[config.mk]
export PLATFORM = sky130hd
export DESIGN_NAME = pipe_ctrl
export DESIGN_NICKNAME = d
export VERILOG_FILES = /design/src/rtl/pipe_ctrl.sv
export SDC_FILE = /design/constraint.sdc
export NUM_CORES = 1
export LEC_CHECK = 0
export CAP_MARGIN = 20
export CORE_MARGIN = 2
export CORE_UTILIZATION = 35
export DETAILED_ROUTE_END_ITERATION = 10
export PLACE_DENSITY_LB_ADDON = 0.12
export SLEW_MARGIN = 40
export SYNTH_ARGS = -nofsm -noshare
export SYNTH_HDL_FRONTEND = slang
export SYNTH_SLANG_ARGS = --single-unit
[constraint.sdc]
create_clock -name clk -period 2.5 [get_ports clk]
set_input_delay 0.375 -clock clk [delete_from_list [all_inputs] [get_ports clk]]
set_output_delay 0.375 -clock clk [all_outputs]
set_load 0.01 [all_outputs]
[src/rtl/pipe_ctrl.sv]
// Pipeline controller: stall/flush arbitration, exception/ERET redirect and stall watchdog.
// Optional performance counters are enabled by defining PIPE_PERF_CNT_EN.
`timescale 1ns/1ps
module pipe_ctrl #(
  parameter int unsigned NSTAGE    = 5,
  parameter int unsigned EXC_STAGE = 3,
  parameter int unsigned TMO_W     = 16,
  parameter logic [TMO_W-1:0] STALL_TMO = 16'hFFFF
) (
  input  logic              clk,
  input  logic              rst,
  input  logic [NSTAGE-1:0] stallreq,
  input  logic              exc_req,
  input  logic [31:0]       exc_target,
  input  logic              eret_req,
  input  logic [31:0]       epc,
  output logic [NSTAGE-1:0] stall,
  output logic [NSTAGE-1:0] flush,
  output logic              redirect_valid,
  output logic [31:0]       redirect_pc,
  output logic              stall_timeout,
  output logic [31:0]       perf_stall_cyc,
  output logic [31:0]       perf_flush_cnt
);

  typedef enum logic [0:0] {StRun, StRedir} state_e;

  state_e            state_q, state_d;
  logic [31:0]       rpc_q, rpc_d;
  logic              rv_q;
  logic [TMO_W-1:0]  wdog_q, wdog_d;
  logic              tmo_q, tmo_d;
  logic [NSTAGE-1:0] rule_stall, rule_flush, exc_flush;
  logic              above;
  logic              take_exc;
  logic              any_stall;

  // A stage stalls when it or any downstream stage requests; the stage just
  // below the highest requester receives a bubble.
  always_comb begin
    rule_stall = '0;
    rule_flush = '0;
    exc_flush  = '0;
    above      = 1'b0;
    for (int i = NSTAGE - 1; i >= 0; i--) begin
      above         = above | stallreq[i];
      rule_stall[i] = above;
      exc_flush[i]  = (i <= int'(EXC_STAGE) + 1);
    end
    for (int i = 1; i < NSTAGE; i++) begin
      rule_flush[i] = stallreq[i-1] & ~rule_stall[i];
    end
  end

  assign take_exc = (state_q == StRun) && (exc_req || eret_req);

  always_comb begin
    stall   = rule_stall;
    flush   = rule_flush;
    state_d = state_q;
    rpc_d   = rpc_q;
    unique case (state_q)
      StRun: begin
        if (take_exc) begin
          stall   = '0;
          flush   = exc_flush;
          state_d = StRedir;
          rpc_d   = exc_req ? exc_target : epc;
        end
      end
      StRedir: begin
        // Leave once IF is free to accept the redirect address.
        if (!rule_stall[0]) state_d = StRun;
      end
      default: state_d = StRun;
    endcase
  end

  assign any_stall = |stall;

  always_comb begin
    wdog_d = '0;
    if (any_stall) wdog_d = (wdog_q == STALL_TMO) ? wdog_q : wdog_q + 1'b1;
    tmo_d = tmo_q | (any_stall && (wdog_d == STALL_TMO));
  end

  always_ff @(posedge clk or posedge rst) begin
    if (rst) begin
      state_q <= StRun;
      rpc_q   <= '0;
      rv_q    <= 1'b0;
      wdog_q  <= '0;
      tmo_q   <= 1'b0;
    end else begin
      state_q <= state_d;
      rpc_q   <= rpc_d;
      rv_q    <= (state_d == StRedir);
      wdog_q  <= wdog_d;
      tmo_q   <= tmo_d;
    end
  end

  assign redirect_valid = rv_q;
  assign redirect_pc    = rpc_q;
  assign stall_timeout  = tmo_q;

`ifdef PIPE_PERF_CNT_EN
  logic [31:0] pstall_q, pflush_q;

  always_ff @(posedge clk or posedge rst) begin
    if (rst) begin
      pstall_q <= '0;
      pflush_q <= '0;
    end else begin
      if (any_stall) pstall_q <= pstall_q + 32'd1;
      if (take_exc)  pflush_q <= pflush_q + 32'd1;
    end
  end

  assign perf_stall_cyc = pstall_q;
  assign perf_flush_cnt = pflush_q;
`else
  assign perf_stall_cyc = '0;
  assign perf_flush_cnt = '0;
`endif

endmodule
* Word-level counts from Yosys, hierarchy flattened
Cells that the tools add are included.
** Word-level totals
- Register bits :: 50
- Bits in latches :: 0
- Memory bits (writable) :: 0
- ROM bits :: 0
- Bits of input ports :: 73
- Output and inout bits :: 108
- Memories :: 0
** Cells by class
- Add/subtract/negate cells :: 1
- Multipliers :: 0
- Divide/modulo/power cells :: 0
- Magnitude comparators :: 0
- Eq/ne operators :: 2
- Shift operators :: 0
- Multiplexer cells :: 10
- Bitwise gates (word level) :: 14
- Reduce and logical (&&, ||, !) cells :: 5
** Operators by type and width (number)
- $eq 16x16->1 const B :: 2
- $mux 16 :: 2
- $mux 32 :: 1
- $mux 5 :: 4
- $add 16x1->16 const B :: 1
- $not 1->1 :: 5
- $or 1x1->1 :: 5
- $reduce_or 5->1 :: 1
- $and 1x1->1 :: 4
- $logic_and 1x1->1 :: 2
- $mux 1 :: 2
- $pmux 1 s2 :: 1
- $reduce_and 2->1 :: 1
- $logic_or 1x1->1 :: 1

* Depth between registers and ports, before layout
Gate-level depths: netlist of run 1.
- Depth in word-level cells :: 11
- Mapped depth :: 7
- Mapped depth without buffers :: 6

* Worst setup path before layout of run 1
No wires, ideal clock.
- Path kind :: reg2reg
- Start :: reg wdog_q[0]
- End :: reg tmo_q, in the netlist stall_timeout
- Setup time :: 0.104 ns
- Arrival :: 2.321 ns
- Required time :: 2.396 ns
- Slack :: 0.075 ns
- Cell stages (with the launch flop) :: 8
- Clock period less this slack :: 2.425 ns
- Cell sequence :: dfrtp_1 > ha_1 > nand4_2 > or4_4 > buf_6 > a211o_1 > or3_1 > o41ai_2
** On the way
- Longest elaborated chain between the ends :: 6
** Ends and longest elaborated chain
- start, declared :: RTL line 31 : logic [TMO_W-1:0] wdog_q, wdog_d;
- start signal, assigned :: RTL line 98 : wdog_q <= wdog_d;
- $add 16x1->16 / $eq 16x16->1 (equally long branches) :: RTL line 83 : if (any_stall) wdog_d = (wdog_q == STALL_TMO) ? wdog_q : wdog_q + 1'b1;
- $mux 16 * (2 in series) :: RTL line 83
- $eq 16x16->1 * :: RTL line 84 : tmo_d = tmo_q | (any_stall && (wdog_d == STALL_TMO));
- $logic_and 1x1->1 * :: RTL line 84
- $or 1x1->1 * :: RTL line 84
- named net tmo_d :: RTL line 32 : logic tmo_q, tmo_d;
- end signal, assigned :: RTL line 99 : tmo_q <= tmo_d;
- end, declared :: RTL line 32
The timed path passes the listed nets; every way through them passes the cells marked *.
A chain may end at the register's enable or synchronous reset.

* Final worst setup path of run 1
- Start :: in stallreq[2]
- End :: out flush[1]
** On the way
- Longest elaborated chain between the ends :: 6
** Ends and longest elaborated chain
- start, declared :: RTL line 12 : input logic [NSTAGE-1:0] stallreq,
- $or 1x1->1 * (2 in series) :: RTL line 46 : above = above | stallreq[i];
- $not 1->1 * :: RTL line 51 : rule_flush[i] = stallreq[i-1] & ~rule_stall[i];
- $and 1x1->1 * :: RTL line 51
- $mux 5 :: RTL line 64 : if (take_exc) begin
- $mux 5 * :: RTL line 62 : unique case (state_q)
- end, declared :: RTL line 18 : output logic [NSTAGE-1:0] flush,
Mark *: on every way between the ends. The rest lies on a longest branch, timed or not.

==> flow_metrics.tcl, run 1 <==
set metrics [dict create \
    status "finished, final reports clean" \
    initial_utilization 0.358 \
    cp_max_fo 3 \
    hold_ws_ns 0.477 \
    drive_above_1_share 0.0781 \
    via_per_inst 4.40 \
    place_congestion 0.839 \
    synth-seq-cells 50 \
    clkSinkCount 50 \
    tightest_slew_ns 0.635 \
    finalWorstSetupSlack_ns 0.114 \
    die_x_um 98.0 \
    overflow 0 \
    endpoint_kind "primary output" \
    htreeDepth 2 \
    drv_slew 0 \
    cp.arrival_ns 2.01 \
    ir_worst_vdd_mv 0.309 \
    yosys_warnings 0 \
    clockBufferDepth 2 \
    clk_latency_ns 0.29 \
    rsz0062_at_grt "no" \
    core-area_mm2 0.00864 \
    grt_pass1_vias 2379 \
    power.density_mw_per_mm2 777 \
    rows 34 \
    drc 0 \
    min_period_over_period 0.954 \
    slew_headroom 0.577 \
    start_kind "input pin" \
    antenna_found_initial 0 \
    worst_r2r_path_depth 6 \
    drt_first_pass_iters 4 \
    initialDrtViolationCount 63 \
    syn-mean-instance-area_um2 9.19 \
    die_h_um 98.0 \
    hold_path_depth 2 \
    fin_setup_tns_ns 0 \
    root_buffer "clkbuf_8" \
    netlist_area_mm2 0.00310 \
    yosysSeqAreaShare 0.404 \
    grt_max_degree 61 \
    clock.fmax_mhz 419 \
    die_area_mm2 0.00961 \
    ys_types 41 \
    synthCells 337 \
    hpwl_um 5630 \
    fin_util 0.496 \
    drv_cap 0 \
    layout.nets 534 \
    setup_viol 0 \
    crit_required_ns 2.12 \
    grt_pass1_wl_um 11500 \
    vias 2505 \
    cts_made_buffers 5 \
    critical_path_class "input pin to primary output" \
    area_delta_synth_final_pct 38.2 \
    ant_nets 0 \
    min_period_ns 2.39 \
    min_path_type "flop to flop" \
    clk_pin_slew_ns 0.09 \
    io_pins 181 \
    mostFrequentLayoutCell "clkdlybuf4s50_1" \
    portBuffers 116 \
    track_usage 0.147 \
    avgRoutedWirePerCell_um 12.5 \
    cts_tree "done" \
    final_cell_mix "114 x clkdlybuf4s50_1, 64 x conb_1, 50 x dfrtp_1" \
    antennaDiodeCount 0 \
    hold_violations 0 \
    postRouteWirelength_um 7130 \
    p_leak_nw 1.99 \
    post-place-ws_ns -0.0640 \
    fin_skew_ns 0.00542 \
]
==> power by group <==
group / switching [mW] / leakage (nW) / internal [mW] / total (mW)
clock: 0.253 / 0.0482 / 0.224 / 0.477
sequential: 0.166 / 0.632 / 1.10 / 1.26
combinational: 0.739 / 1.31 / 0.847 / 1.59
total: 1.16 / 1.99 / 2.17 / 3.32
==> metal layers <==
metal	GRT usage	share of wire
met1	0.174	0.40
met2	0.244	0.49
met3	0.0694	0.10
met4	0.0353	0.0080
met5	0	0
==> kinds of logic (layout without fill, tap and decap cells) <==
logic type,after synthesis,in the layout,synth area share
DFF,50,50,0.404
adders and majority gates,1,1,0.00404
buffers and inverters,88,149,0.195
xor gates and xnor gates,7,7,0.0198
other,1,64,0.00121
and+or+nand+nor,106,106,0.169
AOI/OAI and AO/OA,47,47,0.0877
muxes,37,37,0.120
==> synth_stat cells (all sizes together) <==
cell type  instances  area share
o2111ai            1      0.0028
and2               1      0.0020
nand2             46       0.056
xor2               3      0.0085
or4                3      0.0089
conb               1      0.0012
o211a              1      0.0032
nor3               7       0.011
and3               2      0.0044
xnor2              4       0.011
o41ai              1      0.0053
nand4              8       0.025
a211o              1      0.0028
dfrtp             50        0.40
clkbuf            12       0.018
a31oi              2      0.0040
and4               1      0.0028
mux2i             37        0.12
a21oi              1      0.0016
nand2b             1      0.0020
nand4b             1      0.0028
o21bai             1      0.0024
nor2              23       0.028
o32ai              1      0.0028
nor4               5       0.010
nand3              6       0.011
o21ai             38       0.063
or3                2      0.0040
inv                8      0.0097
ha                 1      0.0040
buf               68        0.17
==> sequential cells by signal, summed over array words and instances, names as in the netlist <==
signal,cells
redirect_valid,1
wdog_q,16
stall_timeout,1
redirect_pc,32
==> critical path: stages <==
cell,delay (ns)
clkdlybuf4s50_1,0.41
buf_4,0.15
nor4_1,0.38
nand2_1,0.09
nand2_1,0.08
clkdlybuf4s50_1,0.53
==> final timing paths <==
kind	start	endpoint	slack, ns
max in group asynchronous	rst	wdog_q[6]	1.51
worst max register to register	wdog_q[0]	stall_timeout	0.24
worst min register to register	stall_timeout	stall_timeout	0.48
min in group asynchronous	rst	stall_timeout	0.56
worst max-delay path	stallreq[2]	flush[1]	0.11
worst min-delay path	stall_timeout	stall_timeout	0.48
==> layout make-up <==
| class | instances | area (µm²) |
|---|---|---|
| Clock buffer | 7 | 86.3 |
| Clock inverter | 1 | 5.00 |
| Fill cell | 862 | 4360 |
| Inverter | 8 | 30.0 |
| Multi-Input combinational cell | 262 | 1490 |
| Sequential cell | 50 | 1250 |
| Tap cell | 108 | 135 |
| Timing Repair Buffer | 133 | 1280 |
==> metrics by stage <==
stage               total power, mW  std cells  area (µm²)
detailed placement             2.89        561        4190
finish                         3.32        569        4280
CTS                            3.39        569        4280
floorplan                      2.04        400        3330
global placement               2.88        561        4190
global route                   3.60        569        4280
==> repair_timing <==
action | 4_1_cts | 5_1_grt
resized for setup | 1 | 0
setup endpoints to repair | 1 | 0
hold buffers | 0 | 0
setup buffers | 0 | 0
(Power assumes the default switching activity.)
==> run 2, diff against run 1 <==
--- a/config.mk
+++ b/config.mk
@@ -5,9 +5,10 @@
 export SDC_FILE = /design/constraint.sdc
 export NUM_CORES = 1
 export LEC_CHECK = 0
+export ABC_AREA = 1
 export CAP_MARGIN = 20
 export CORE_MARGIN = 2
-export CORE_UTILIZATION = 35
+export CORE_UTILIZATION = 36
 export DETAILED_ROUTE_END_ITERATION = 10
 export PLACE_DENSITY_LB_ADDON = 0.12
 export SLEW_MARGIN = 40
==> flow_metrics.tcl, run 2 <==
set metrics [dict create \
    status "finished, final reports clean" \
    initial_utilization 0.364 \
    min_period_over_period 0.940 \
    drive_above_1_share 0.0637 \
    synth-xor-area-share 0.0106 \
    setup_viol 0 \
    pwr-share-seq 0.377 \
    critical_path_class "input pin to primary output" \
    ant_nets 0 \
    holdBufCountCts 0 \
    clockBufferDepth 2 \
    p_clk_frac 0.143 \
    netlist_area_mm2 0.00332 \
    multi_input_area_mm2 0.00151 \
    postRouteWirelength_um 7650 \
    post_cts_buffers 0 \
    ir_worst_vdd_mv 0.358 \
    track_usage 0.153 \
    slew_headroom 0.656 \
    hold_violations 0 \
    final_cell_mix "127 x nand2_1, 115 x clkdlybuf4s50_1, 64 x conb_1" \
    yosys-top-cells-area "dfrtp_1 38%, buf_4 15%, nand2_1 14%" \
    root_buffer "clkbuf_8" \
    combPwrFrac 0.480 \
    place_congestion 0.797 \
    yosysMostFrequentCell "nand2_1" \
    portBuffers 116 \
    antenna_found_initial 0 \
    yosys.area_share.adder 0.00377 \
    p_sw_mw 1.25 \
    yosysTopAreaCellShare 0.377 \
    vias 2910 \
    die_area_mm2 0.0100 \
    use_met3 0.0571 \
    grt_pass1_wl_um 12300 \
    hpwl_um 6140 \
    via_per_inst 4.21 \
    avgRoutedWirePerCell_um 11.1 \
    core-area_mm2 0.00911 \
    syn-mean-instance-area_um2 7.08 \
    antennaDiodeCount 0 \
    grt-busiest-layer "met2" \
    synth_top_family_by_area "buffers and inverters" \
    drc 0 \
    yosysSeqAreaShare 0.377 \
    synth_commonest_cells "127 x nand2_1, 65 x buf_4, 61 x o21ai_0, 60 x inv_1, 50 x dfrtp_1" \
    yosys_warnings 0 \
    htreeDepth 2 \
    clkSinkCount 50 \
    area_delta_synth_final_pct 34.0 \
    synthCells 469 \
    cp.arrival_ns 1.97 \
    fin_cells 692 \
    regArea_mm2 0.00125 \
    io_pins 181 \
    power.density_mw_per_mm2 769 \
    fin_setup_tns_ns 0 \
    grt_max_degree 65 \
    rsz0062_at_grt "no" \
    die_h_um 100 \
    drt_first_pass_iters 4 \
    overflow 0 \
    die_x_um 100 \
    p_leak_nw 2.27 \
    initialDrtViolationCount 82 \
    tightest_slew_ns 0.516 \
    placedCellCount 684 \
    reg2reg_from "wdog_q[0]" \
    intPower_mw 2.17 \
    cts_made_buffers 5 \
    min_period_ns 2.35 \
    crit_required_ns 2.12 \
    synth-simple-area-share 0.235 \
    fillCellCount 938 \
    min_path_type "input pin to async pin" \
    drv_slew 0 \
    power.total_mw 3.42 \
    clk_latency_ns 0.30 \
    rows 35 \
    fin_skew_ns 0.0103 \
    layout.nets 654 \
    worst_r2r_path_depth 13 \
    reg2reg_to "stall_timeout" \
    synth_edf_count 0 \
    synth_ff_type "dfrtp_1" \
    synth_compound_area_frac 0.132 \
    largest_reg_flops 32 \
    clk_pin_slew_ns 0.09 \
    start_kind "input pin" \
    cts_resized 0 \
    gr-usage-met1 0.191 \
    p_sw_frac 0.364 \
    ys_types 26 \
    synthArstFlopShare 1.00 \
    clock.fmax_mhz 426 \
    endpoint_kind "primary output" \
    drv_cap 0 \
    mostFrequentLayoutCell "nand2_1" \
    cts_tree "done" \
    synth-seq-cells 50 \
    cp_max_fo 3 \
    muxShareOfSynthArea 0 \
    ff2ff_setup_slack_ns 0.48 \
    yosys.area.top_type "dfrtp_1" \
    grt_use_met2 0.255 \
    grt_pass1_vias 2646 \
]
==> run 2: worst max path at each step <==
stage | depth (start not counted) | start | slack (ns) | to
2_1_floorplan | 14 | wdog_q[0] | 0.82 | stall_timeout
3_3_place_gp | 7 | stallreq[3] | 0.16 | flush[1]
3_5_place_dp | 7 | stallreq[3] | 0.12 | flush[1]
4_1_cts | 7 | stallreq[3] | 0.12 | flush[1]
5_1_grt | 7 | stallreq[3] | 0.02 | flush[1]
6_report | 7 | stallreq[3] | 0.15 | flush[1]
==> run 2: cell families (layout without fill, tap and decap cells) <==
group	after synthesis	count (layout)
DFF	50	50
AOI/OAI and AO/OA	83	83
other	1	64
adders and majority gates	1	1
buffers and inverters	145	194
xor gates and xnor gates	4	4
and+or+nand+nor	185	185
==> run 2: metal layers <==
metal	share of wire	wire, µm
met3	0.083	636
met4	0.0097	74
met2	0.47	3620
met1	0.43	3320
met5	0	0
==> run 2: final cells by class <==
cell class | instances | area share
multi-input combinational | 337 | 0.339
inverter | 64 | 0.0540
clock inverter | 2 | 0.00281
clock buffer | 6 | 0.0186
tap | 111 | 0.0312
sequential | 50 | 0.281
timing repair buffer | 122 | 0.273
==> run 2: per-stage QoR <==
step,utilization,instance area (µm²),worst slack [ns],hold slack (ns)
2_1_floorplan,-,3550,0.822,0.500
6_report,0.488,4450,0.151,0.400
4_1_cts,0.488,4450,0.118,0.416
3_5_place_dp,0.478,4350,0.122,0.467
3_3_place_gp,0.478,4350,0.163,0.455
5_1_grt,0.488,4450,0.0224,0.427
==> run 2: power groups by stage <==
stage	registers, mW	logic [mW]	clock network [mW]
3_3_place_gp	1.30	1.65	0
3_5_place_dp	1.30	1.66	0
6_report	1.29	1.64	0.489
4_1_cts	1.29	1.66	0.511
5_1_grt	1.34	1.82	0.547
2_1_floorplan	1.41	0.716	0
==> run 2: critical path, stage by stage <==
cell and delay, ns:
clkdlybuf4s50_1 0.43, nor2_2 0.16, inv_1 0.07, nor2_1 0.12, nand2_1 0.09, o21ai_0 0.18
clkdlybuf4s50_1 0.56
==> run 3, diff against run 2 <==
--- a/config.mk
+++ b/config.mk
@@ -8,7 +8,8 @@
 export ABC_AREA = 1
 export CAP_MARGIN = 20
 export CORE_MARGIN = 2
-export CORE_UTILIZATION = 36
+export CORE_UTILIZATION = 37
+export CTS_BUF_LIST = sky130_fd_sc_hd__clkbuf_4
 export DETAILED_ROUTE_END_ITERATION = 10
 export PLACE_DENSITY_LB_ADDON = 0.12
 export SLEW_MARGIN = 40
==> flow_metrics.tcl, run 3 (synthesis results as in run 2) <==
set metrics [dict create \
    power.density_mw_per_mm2 764 \
    endpoint_kind "primary output" \
    cts_made_buffers 5 \
    layout.nets 654 \
    placed_cell_area_mm2 0.00435 \
    htreeDepth 2 \
    portBuffers 116 \
    io_pins 181 \
    root_buffer "clkbuf_4" \
    status "finished, final reports clean" \
    avgRoutedWirePerCell_um 11.5 \
    largest_reg_flops 32 \
    critPathMostFrequentCell "clkdlybuf4s50_1" \
    initial_utilization 0.380 \
    critPathMaxStageDelay_ns 0.56 \
    vias 2912 \
    tightest_slew_ns 0.534 \
    ant_nets 0 \
    fin_skew_ns 0.0106 \
    rows 34 \
    min_period_over_period 0.941 \
    min_period_ns 2.35 \
    die_area_mm2 0.00974 \
    critical_path_class "input pin to primary output" \
    final_cell_mix "127 x nand2_1, 115 x clkdlybuf4s50_1, 64 x conb_1" \
    multi_input_area_mm2 0.00151 \
    die_x_um 98.7 \
    drt_first_pass_iters 4 \
    worstPathBufferInverterCount 3 \
    design_area_mm2 0.00442 \
    grt_max_degree 65 \
    core-area_mm2 0.00872 \
    postRouteWirelength_um 7890 \
    clock.fmax_mhz 425 \
    setup_viol 0 \
    initialDrtViolationCount 71 \
    mostFrequentLayoutCell "nand2_1" \
    hold_violations 0 \
    grt_pass1_vias 2744 \
    place_congestion 0.807 \
    min_path_type "input pin to async pin" \
    p_leak_nw 2.27 \
    fillCellCount 918 \
    antenna_found_initial 0 \
    antennaDiodeCount 0 \
    clk_latency_ns 0.36 \
    grt_pass1_wl_um 12800 \
    die_h_um 98.7 \
    overflow 0 \
    ir_worst_vdd_mv 0.296 \
    crit_family "buffers and inverters" \
    path_cells "clkdlybuf4s50_1, nor2_2, inv_1, nor2_1, nand2_1, o21ai_0, clkdlybuf4s50_1" \
    clk_pin_slew_ns 0.14 \
    clkSinkCount 50 \
    post_cts_buffers 0 \
    regArea_mm2 0.00125 \
    hpwl_um 6360 \
    crit_required_ns 2.12 \
    drive_above_1_share 0.0603 \
    drc 0 \
    fin_setup_tns_ns 0 \
    drv_cap 0 \
    clockBufferDepth 2 \
    cp_max_fo 3 \
    slew_headroom 0.644 \
    cts_tree "done" \
    slowest_stage "clkdlybuf4s50_1" \
    area_delta_synth_final_pct 33.2 \
    track_usage 0.162 \
    cp.arrival_ns 1.98 \
    start_kind "input pin" \
    via_per_inst 4.23 \
    rsz0062_at_grt "no" \
    drv_slew 0 \
]
run 3: per-stage QoR:
step / worst slack (ns) / total power, mW / hold WS (ns) / instances / utilization
floorplan: 0.822 / 2.13 / 0.500 / 532 / -
global placement: 0.182 / 2.94 / 0.450 / 681 / 0.498
detailed placement: 0.140 / 2.96 / 0.453 / 681 / 0.498
CTS: 0.136 / 3.43 / 0.296 / 688 / 0.507
global route: 0.0163 / 3.67 / 0.309 / 688 / 0.507
finish: 0.149 / 3.38 / 0.314 / 688 / 0.507
run 3: final timing paths:
path	from	slack [ns]	end	depth (start not counted)
worst max-delay path	stallreq[3]	0.15	flush[1]	7
worst min-delay path	rst	0.31	redirect_pc[9]	2
worst max register to register	wdog_q[0]	0.48	stall_timeout	13
worst min register to register	stall_timeout	0.48	stall_timeout	2
max in group asynchronous	rst	1.66	wdog_q[0]	3
min in group clk	exc_req	0.32	redirect_valid	3
run 3: timing repair:
item	in CTS	in global routing
hold buffers	0	0
resized for setup	0	1
endpoints found under the setup margin	0	1
run 3: worst register-to-register path, stage by stage, from the launching register on:
cell and delay, ns:
dfrtp_1 0.44, ha_1 0.34, inv_2 0.08, nor2_4 0.17
nand2_4 0.08, inv_2 0.07, nand2_4 0.16, nand2_1 0.12
nand2_1 0.08, nor2_2 0.10, nand2_1 0.06, nor2_1 0.14
nand3_1 0.08, nand2_1 0.06
run 3: layout make-up:
type	count	area share
Clock inverter	2	0.00764
Tap cell	108	0.0306
Inverter	64	0.0543
Timing Repair Buffer	122	0.275
Sequential cell	50	0.283
Clock buffer	5	0.00849
Multi-Input combinational cell	337	0.341
run 3: power by group:
| group | leakage (nW) | total (mW) | internal (mW) | switching, mW |
|---|---|---|---|---|
| registers | 0.628 | 1.29 | 1.10 | 0.188 |
| clock network | 0.0387 | 0.454 | 0.203 | 0.251 |
| logic | 1.60 | 1.63 | 0.839 | 0.794 |
| total | 2.27 | 3.38 | 2.15 | 1.23 |
run 3: per-layer routing:
| layer | part of all wire | wire (µm) | track usage |
|---|---|---|---|
| met5 | 0 | 0 | 0 |
| met3 | 0.11 | 842 | 0.0759 |
| met1 | 0.39 | 3100 | 0.188 |
| met2 | 0.49 | 3890 | 0.275 |
| met4 | 0.0079 | 62 | 0.0379 |
